`src/rtl/alu_issue_seq.sv`:
```
// ALU command sequencer: accept -> EX (drives the ALU) -> RSP, with an internal
// register file, result forwarding into the accept stage, and a sticky overflow flag.
module alu_issue_seq #(
  parameter  int NREGS = 16,
  localparam int AW    = $clog2(NREGS)
) (
  input  logic          clk_i,
  input  logic          rst_ni,
  input  logic          cmd_valid_i,
  output logic          cmd_ready_o,
  input  logic [4:0]    cmd_op_i,
  input  logic [AW-1:0] cmd_rd_i,
  input  logic [AW-1:0] cmd_rs_i,
  input  logic [AW-1:0] cmd_rt_i,
  input  logic          cmd_imm_en_i,
  input  logic [15:0]   cmd_imm_i,
  output logic [15:0]   alu_a_o,
  output logic [15:0]   alu_b_o,
  output logic [4:0]    alu_ctrl_o,
  input  logic [15:0]   alu_out_i,
  input  logic          alu_ovfl_i,
  output logic          rsp_valid_o,
  input  logic          rsp_ready_i,
  output logic [AW-1:0] rsp_rd_o,
  output logic [15:0]   rsp_data_o,
  output logic          rsp_ovfl_o,
  output logic          rsp_err_o,
  output logic          ovfl_sticky_o,
  input  logic          ovfl_clr_i,
  input  logic [AW-1:0] dbg_addr_i,
  output logic [15:0]   dbg_data_o
);

  function automatic logic op_legal(input logic [4:0] op);
    return (op <= 5'h6) || ((op >= 5'h8) && (op <= 5'hB));
  endfunction

  logic          ex_valid_q, ex_valid_d;
  logic [15:0]   ex_a_q, ex_a_d, ex_b_q, ex_b_d;
  logic [4:0]    ex_op_q, ex_op_d;
  logic [AW-1:0] ex_rd_q, ex_rd_d;
  logic          rsp_valid_q, rsp_valid_d;
  logic [AW-1:0] rsp_rd_q, rsp_rd_d;
  logic [15:0]   rsp_data_q, rsp_data_d;
  logic          rsp_ovfl_q, rsp_ovfl_d, rsp_err_q, rsp_err_d;
  logic          sticky_q, sticky_d;
  logic [NREGS-1:0][15:0] rf_q;

  logic stall, ex_adv, ex_legal, wr_en, accept;
  logic [15:0] opa, opb;

  assign stall       = rsp_valid_q & ~rsp_ready_i;
  assign ex_adv      = ex_valid_q & ~stall;
  assign ex_legal    = op_legal(ex_op_q);
  assign wr_en       = ex_adv & ex_legal & (ex_rd_q != '0);
  assign cmd_ready_o = ~(ex_valid_q & stall);
  assign accept      = cmd_valid_i & cmd_ready_o;

  // Operands bypass the file when the EX result is being written this same edge.
  assign opa = (wr_en && (cmd_rs_i == ex_rd_q)) ? alu_out_i : rf_q[cmd_rs_i];
  assign opb = cmd_imm_en_i ? cmd_imm_i :
               (wr_en && (cmd_rt_i == ex_rd_q)) ? alu_out_i : rf_q[cmd_rt_i];

  always_comb begin
    ex_valid_d  = ex_valid_q;
    ex_a_d      = ex_a_q;
    ex_b_d      = ex_b_q;
    ex_op_d     = ex_op_q;
    ex_rd_d     = ex_rd_q;
    rsp_valid_d = rsp_valid_q;
    rsp_rd_d    = rsp_rd_q;
    rsp_data_d  = rsp_data_q;
    rsp_ovfl_d  = rsp_ovfl_q;
    rsp_err_d   = rsp_err_q;
    sticky_d    = sticky_q;

    if (accept) begin
      ex_valid_d = 1'b1;
      ex_a_d     = opa;
      ex_b_d     = opb;
      ex_op_d    = cmd_op_i;
      ex_rd_d    = cmd_rd_i;
    end else if (ex_adv) begin
      ex_valid_d = 1'b0;
    end

    if (ex_adv) begin
      rsp_valid_d = 1'b1;
      rsp_rd_d    = ex_rd_q;
      rsp_data_d  = ex_legal ? alu_out_i : 16'h0;
      rsp_ovfl_d  = ex_legal & alu_ovfl_i;
      rsp_err_d   = ~ex_legal;
    end else if (rsp_ready_i) begin
      rsp_valid_d = 1'b0;
    end

    // A same-cycle overflow beats the clear.
    if (ex_adv && ex_legal && alu_ovfl_i) sticky_d = 1'b1;
    else if (ovfl_clr_i)                  sticky_d = 1'b0;
  end

  always_ff @(posedge clk_i or negedge rst_ni) begin
    if (!rst_ni) begin
      ex_valid_q  <= 1'b0;
      ex_a_q      <= '0;
      ex_b_q      <= '0;
      ex_op_q     <= '0;
      ex_rd_q     <= '0;
      rsp_valid_q <= 1'b0;
      rsp_rd_q    <= '0;
      rsp_data_q  <= '0;
      rsp_ovfl_q  <= 1'b0;
      rsp_err_q   <= 1'b0;
      sticky_q    <= 1'b0;
      rf_q        <= '0;
    end else begin
      ex_valid_q  <= ex_valid_d;
      ex_a_q      <= ex_a_d;
      ex_b_q      <= ex_b_d;
      ex_op_q     <= ex_op_d;
      ex_rd_q     <= ex_rd_d;
      rsp_valid_q <= rsp_valid_d;
      rsp_rd_q    <= rsp_rd_d;
      rsp_data_q  <= rsp_data_d;
      rsp_ovfl_q  <= rsp_ovfl_d;
      rsp_err_q   <= rsp_err_d;
      sticky_q    <= sticky_d;
      if (wr_en) rf_q[ex_rd_q] <= alu_out_i;
    end
  end

  assign alu_a_o       = ex_a_q;
  assign alu_b_o       = ex_b_q;
  assign alu_ctrl_o    = ex_op_q;
  assign rsp_valid_o   = rsp_valid_q;
  assign rsp_rd_o      = rsp_rd_q;
  assign rsp_data_o    = rsp_data_q;
  assign rsp_ovfl_o    = rsp_ovfl_q;
  assign rsp_err_o     = rsp_err_q;
  assign ovfl_sticky_o = sticky_q;
  assign dbg_data_o    = rf_q[dbg_addr_i];

endmodule

```
`config.mk`:
```
export PLATFORM = sky130hd
export DESIGN_NAME = alu_issue_seq
export DESIGN_NICKNAME = d
export VERILOG_FILES = /design/src/rtl/alu_issue_seq.sv
export SDC_FILE = /design/constraint.sdc
export NUM_CORES = 1
export LEC_CHECK = 0
export ABC_AREA = 1
export BUFFER_PORTS_ARGS = -buffer_cell sky130_fd_sc_hd__clkbuf_2
export CAP_MARGIN = 10
export CORE_ASPECT_RATIO = 1.2
export CORE_MARGIN = 2
export CORE_UTILIZATION = 25
export CTS_CLUSTER_SIZE = 20
export DETAILED_ROUTE_END_ITERATION = 10
export PLACE_DENSITY = 0.36
export SYNTH_ARGS = -nofsm -noshare
export SYNTH_HDL_FRONTEND = slang
export SYNTH_SLANG_ARGS = --single-unit
```
`constraint.sdc`:
```
create_clock -name clk_i -period 2.8 [get_ports clk_i]
set_input_delay 0.42 -clock clk_i [delete_from_list [all_inputs] [get_ports clk_i]]
set_output_delay 0.42 -clock clk_i [all_outputs]
set_load 0.005 [all_outputs]
```
==> results.sh <==
export IMPL_outcome="finished clean"
export IMPL_crit_path_frequent_cell="o21ai_0"
export IMPL_async_reset_ff_share_pct=100.0
export IMPL_multi_input_area_um2=9777
export IMPL_grt_total_usage_pct=21.84
export IMPL_cp_cell_sequence="buf_6, buf_12, o21ai_0, a21oi_1, o22ai_1, o21ai_0, buf_4, clkbuf_2"
export IMPL_antenna_found_initial=5
export IMPL_syn_nets=2907
export IMPL_drv_slew=0
export IMPL_fin_crit_sh_pct=86.27
export IMPL_relSlewSlack_pct=30.79
export IMPL_cts_buffers=41
export IMPL_root_buffer="clkbuf_16"
export IMPL_cts_resized=0
export IMPL_p_leak_uw=0.01061
export IMPL_initial_core_util_pct=25.31
export IMPL_grt_pass1_vias=19122
export IMPL_wl_per_cell_um=23.34
export IMPL_ys_seq_area_share_pct=40.06
export IMPL_synth_cell_types=38
export IMPL_clk_pin_slew_ns=0.06
export IMPL_diodes=0
export IMPL_clk_path_buf_depth=3
export IMPL_setup_ws_ns=0.3845
export IMPL_clkPwrFrac_pct=29.7
export IMPL_start_kind="input port"
export IMPL_die_width_um=262.9
export IMPL_hpwl_um=55530
export IMPL_intPower_uw=11090
export IMPL_synth_seq_cells=322
export IMPL_overflow=0
export IMPL_required_ns=2.38
export IMPL_regArea_um2=8058
export IMPL_dr_pass1_iters=6
export IMPL_fin_nets=2907
export IMPL_setup_tns_ns=0
export IMPL_yosys_warnings=0
export IMPL_synth_edf_count=0
export IMPL_critPathMaxFanout=54
export IMPL_layout_drive_gt1_share_pct=12.42
export IMPL_setup_violations_final=0
export IMPL_seqPwrFrac_pct=40.9
export IMPL_htree_num_levels=2
export IMPL_ioPinCount=138
export IMPL_synthFlopType="dfrtp_1"
export IMPL_maxCapViolations=0
export IMPL_via_count=19930
export IMPL_place_ws_ns=0.4032
export IMPL_power_density_nw_per_um2=782.7
export IMPL_nFillCells=8660
export IMPL_grt_first_pass_wirelength_um=134100
export IMPL_clk_latency_ns=0.58
export IMPL_wirelength_um=91280
export IMPL_hold_viol=0
export IMPL_cts_tree="yes"
export IMPL_hp_class="in -> reg"
export IMPL_critical_path_class="in -> out"
export IMPL_place_congestion=0.8148
export IMPL_worst_slew_pin_slew_ns=1.037
export IMPL_rows=113
export IMPL_drcViolationCount=0
export IMPL_syn_area_per_cell_um2=7.065
export IMPL_max_stage_delay_ns=0.28
export IMPL_min_period_ns=2.416
export IMPL_core_um2=79460
export IMPL_ir_worst_vdd_mv=0.3236
export IMPL_grt_max_degree=100
export IMPL_syn2layout_area_growth_pct=13.75
export IMPL_drtIter0Drc=1961
export IMPL_combPwrFrac_pct=29.4
export IMPL_clock_sinks=322
export IMPL_portBuffers=137
export IMPL_endpoint_kind="primary output"
export IMPL_p_sw_uw=6821
export IMPL_netlist_area_um2=20110
export IMPL_timing_fmax_ghz=0.4140
export IMPL_skew_ns=0.01055
export IMPL_dieHeight_um=314.7
export IMPL_ant_nets=0
export IMPL_cp_arrival_ns=2.00
export IMPL_r2r_setup_slack_ns=0.58
export IMPL_postSynthCellCount=2847
export IMPL_critPathSlowestCell="buf_6"
export IMPL_dieArea_um2=82750
export IMPL_netSwitchingFraction_pct=38.09
export IMPL_rsz0062_at_grt="false"
export IMPL_viasPerCell=5.097
power groups by stage:
stage,sequential (uW),clock (uW),combinational [uW]
2_1_floorplan,6990,0,3750
3_3_place_gp,7340,0,5220
4_1_cts,7290,5510,5290
6_report,7320,5320,5270
5_1_grt,7510,5660,6050
3_5_place_dp,7360,0,5280
what timing repair did:
| item | in CTS | in global routing |
|---|---|---|
| hold buffers | 1 | 0 |
| endpoints found under the hold margin | 45 | 0 |
| buffers inserted | 0 | 0 |
flip-flops by register name, summed over array words and instances, names as in the netlist:
signal,flops
rsp_err_o,1
rsp_data_o,16
alu_b_o,16
alu_ctrl_o,5
rsp_ovfl_o,1
ovfl_sticky_o,1
ex_valid_q,1
ex_rd_q,4
rf_q,256
rsp_rd_o,4
rsp_valid_o,1
alu_a_o,16
stage by stage:
step                      power (uW)  area, um^2  util [%]  std cells  hold WS (ns)
after CTS                      18100       22880     28.79       3910      0.001714
after global placement         12560       21580     27.16       3838        0.3887
after global routing           19220       22880     28.79       3910       0.02506
final                          17910       22880     28.79       3910       0.03808
after floorplan                10740       20110         -       2847        0.1244
after detailed placement       12640       21580     27.16       3838        0.3937
metal layers:
metal	part of all wire, %	wire length [um]	GRT usage, %
met1	45	40780	29.21
met2	46	42180	36.56
met3	5.9	5428	2.952
met4	3.2	2884	6.935
met5	0	0	0
synthesized netlist by cell type (4+ instances only):
master,number,area (um^2)
o21ai_2,34,297.8
a21oi_1,304,1521
clkbuf_1,108,405.4
dfrtp_1,322,8058
nand4_4,6,127.6
inv_2,9,33.78
inv_1,221,829.6
buf_1,17,63.81
o21ai_0,272,1361
nand2_1,702,2635
o21ai_1,206,1031
nand3_1,288,1441
buf_6,25,281.5
nand2_2,4,25.02
nor2_1,127,476.7
buf_4,24,180.2
nand2_4,11,123.9
o221ai_1,29,254.0
buf_2,76,380.4
o211ai_1,32,240.2
placed cells by master, fill, tap and decap left out, drive strengths merged:
cell           n
bufinv         1
o22ai          3
buf           82
or2            3
o221ai        29
o21ai        512
nand2        718
dfrtp        322
clkbuf       188
nand2b         1
inv          233
nor2         134
dlygate4sd3    1
o211ai        32
nand4          7
nand3        291
a21oi        305
clkinv         9
clkinvlp       2
xor2           2
final cells by class:
class,instances,area share (%)
repair buffers,213,6.956
clock inverters,13,0.4484
clock buffers,58,5.168
well taps,1035,5.660
inverters,232,3.817
flip-flops and latches,322,35.22
multi-input cells,2037,42.73
critical path: cells and delay by family:
kind | cells | cell delay [ns]
buffers and inverters | 4 | 0.87
AO/OA/AOI/OAI | 4 | 0.67
worst paths after layout:
kind	startpoint	endpoint	depth (start not counted)
min	ovfl_clr_i	ovfl_sticky_o	2
min in group asynchronous	rst_ni	rf_q[27]	2
max reg2reg	ex_rd_q[1]	rf_q[212]	7
max in group asynchronous	rst_ni	rsp_rd_o[3]	3
min reg2reg	rf_q[2]	rf_q[2]	0
max	dbg_addr_i[0]	dbg_data_o[11]	8
cells by family (layout without fill, tap and decap cells):
| group | after synthesis | count (layout) | synth area share, % |
|---|---|---|---|
| DFF | 322 | 322 | 40.06 |
| and+or+nand+nor | 1154 | 1154 | 24.99 |
| AOI/OAI and AO/OA | 881 | 881 | 23.53 |
| xor gates and xnor gates | 2 | 2 | 0.08710 |
| buffers and inverters | 488 | 516 | 11.33 |
No activity file was read; power rests on OpenSTA's default activity.
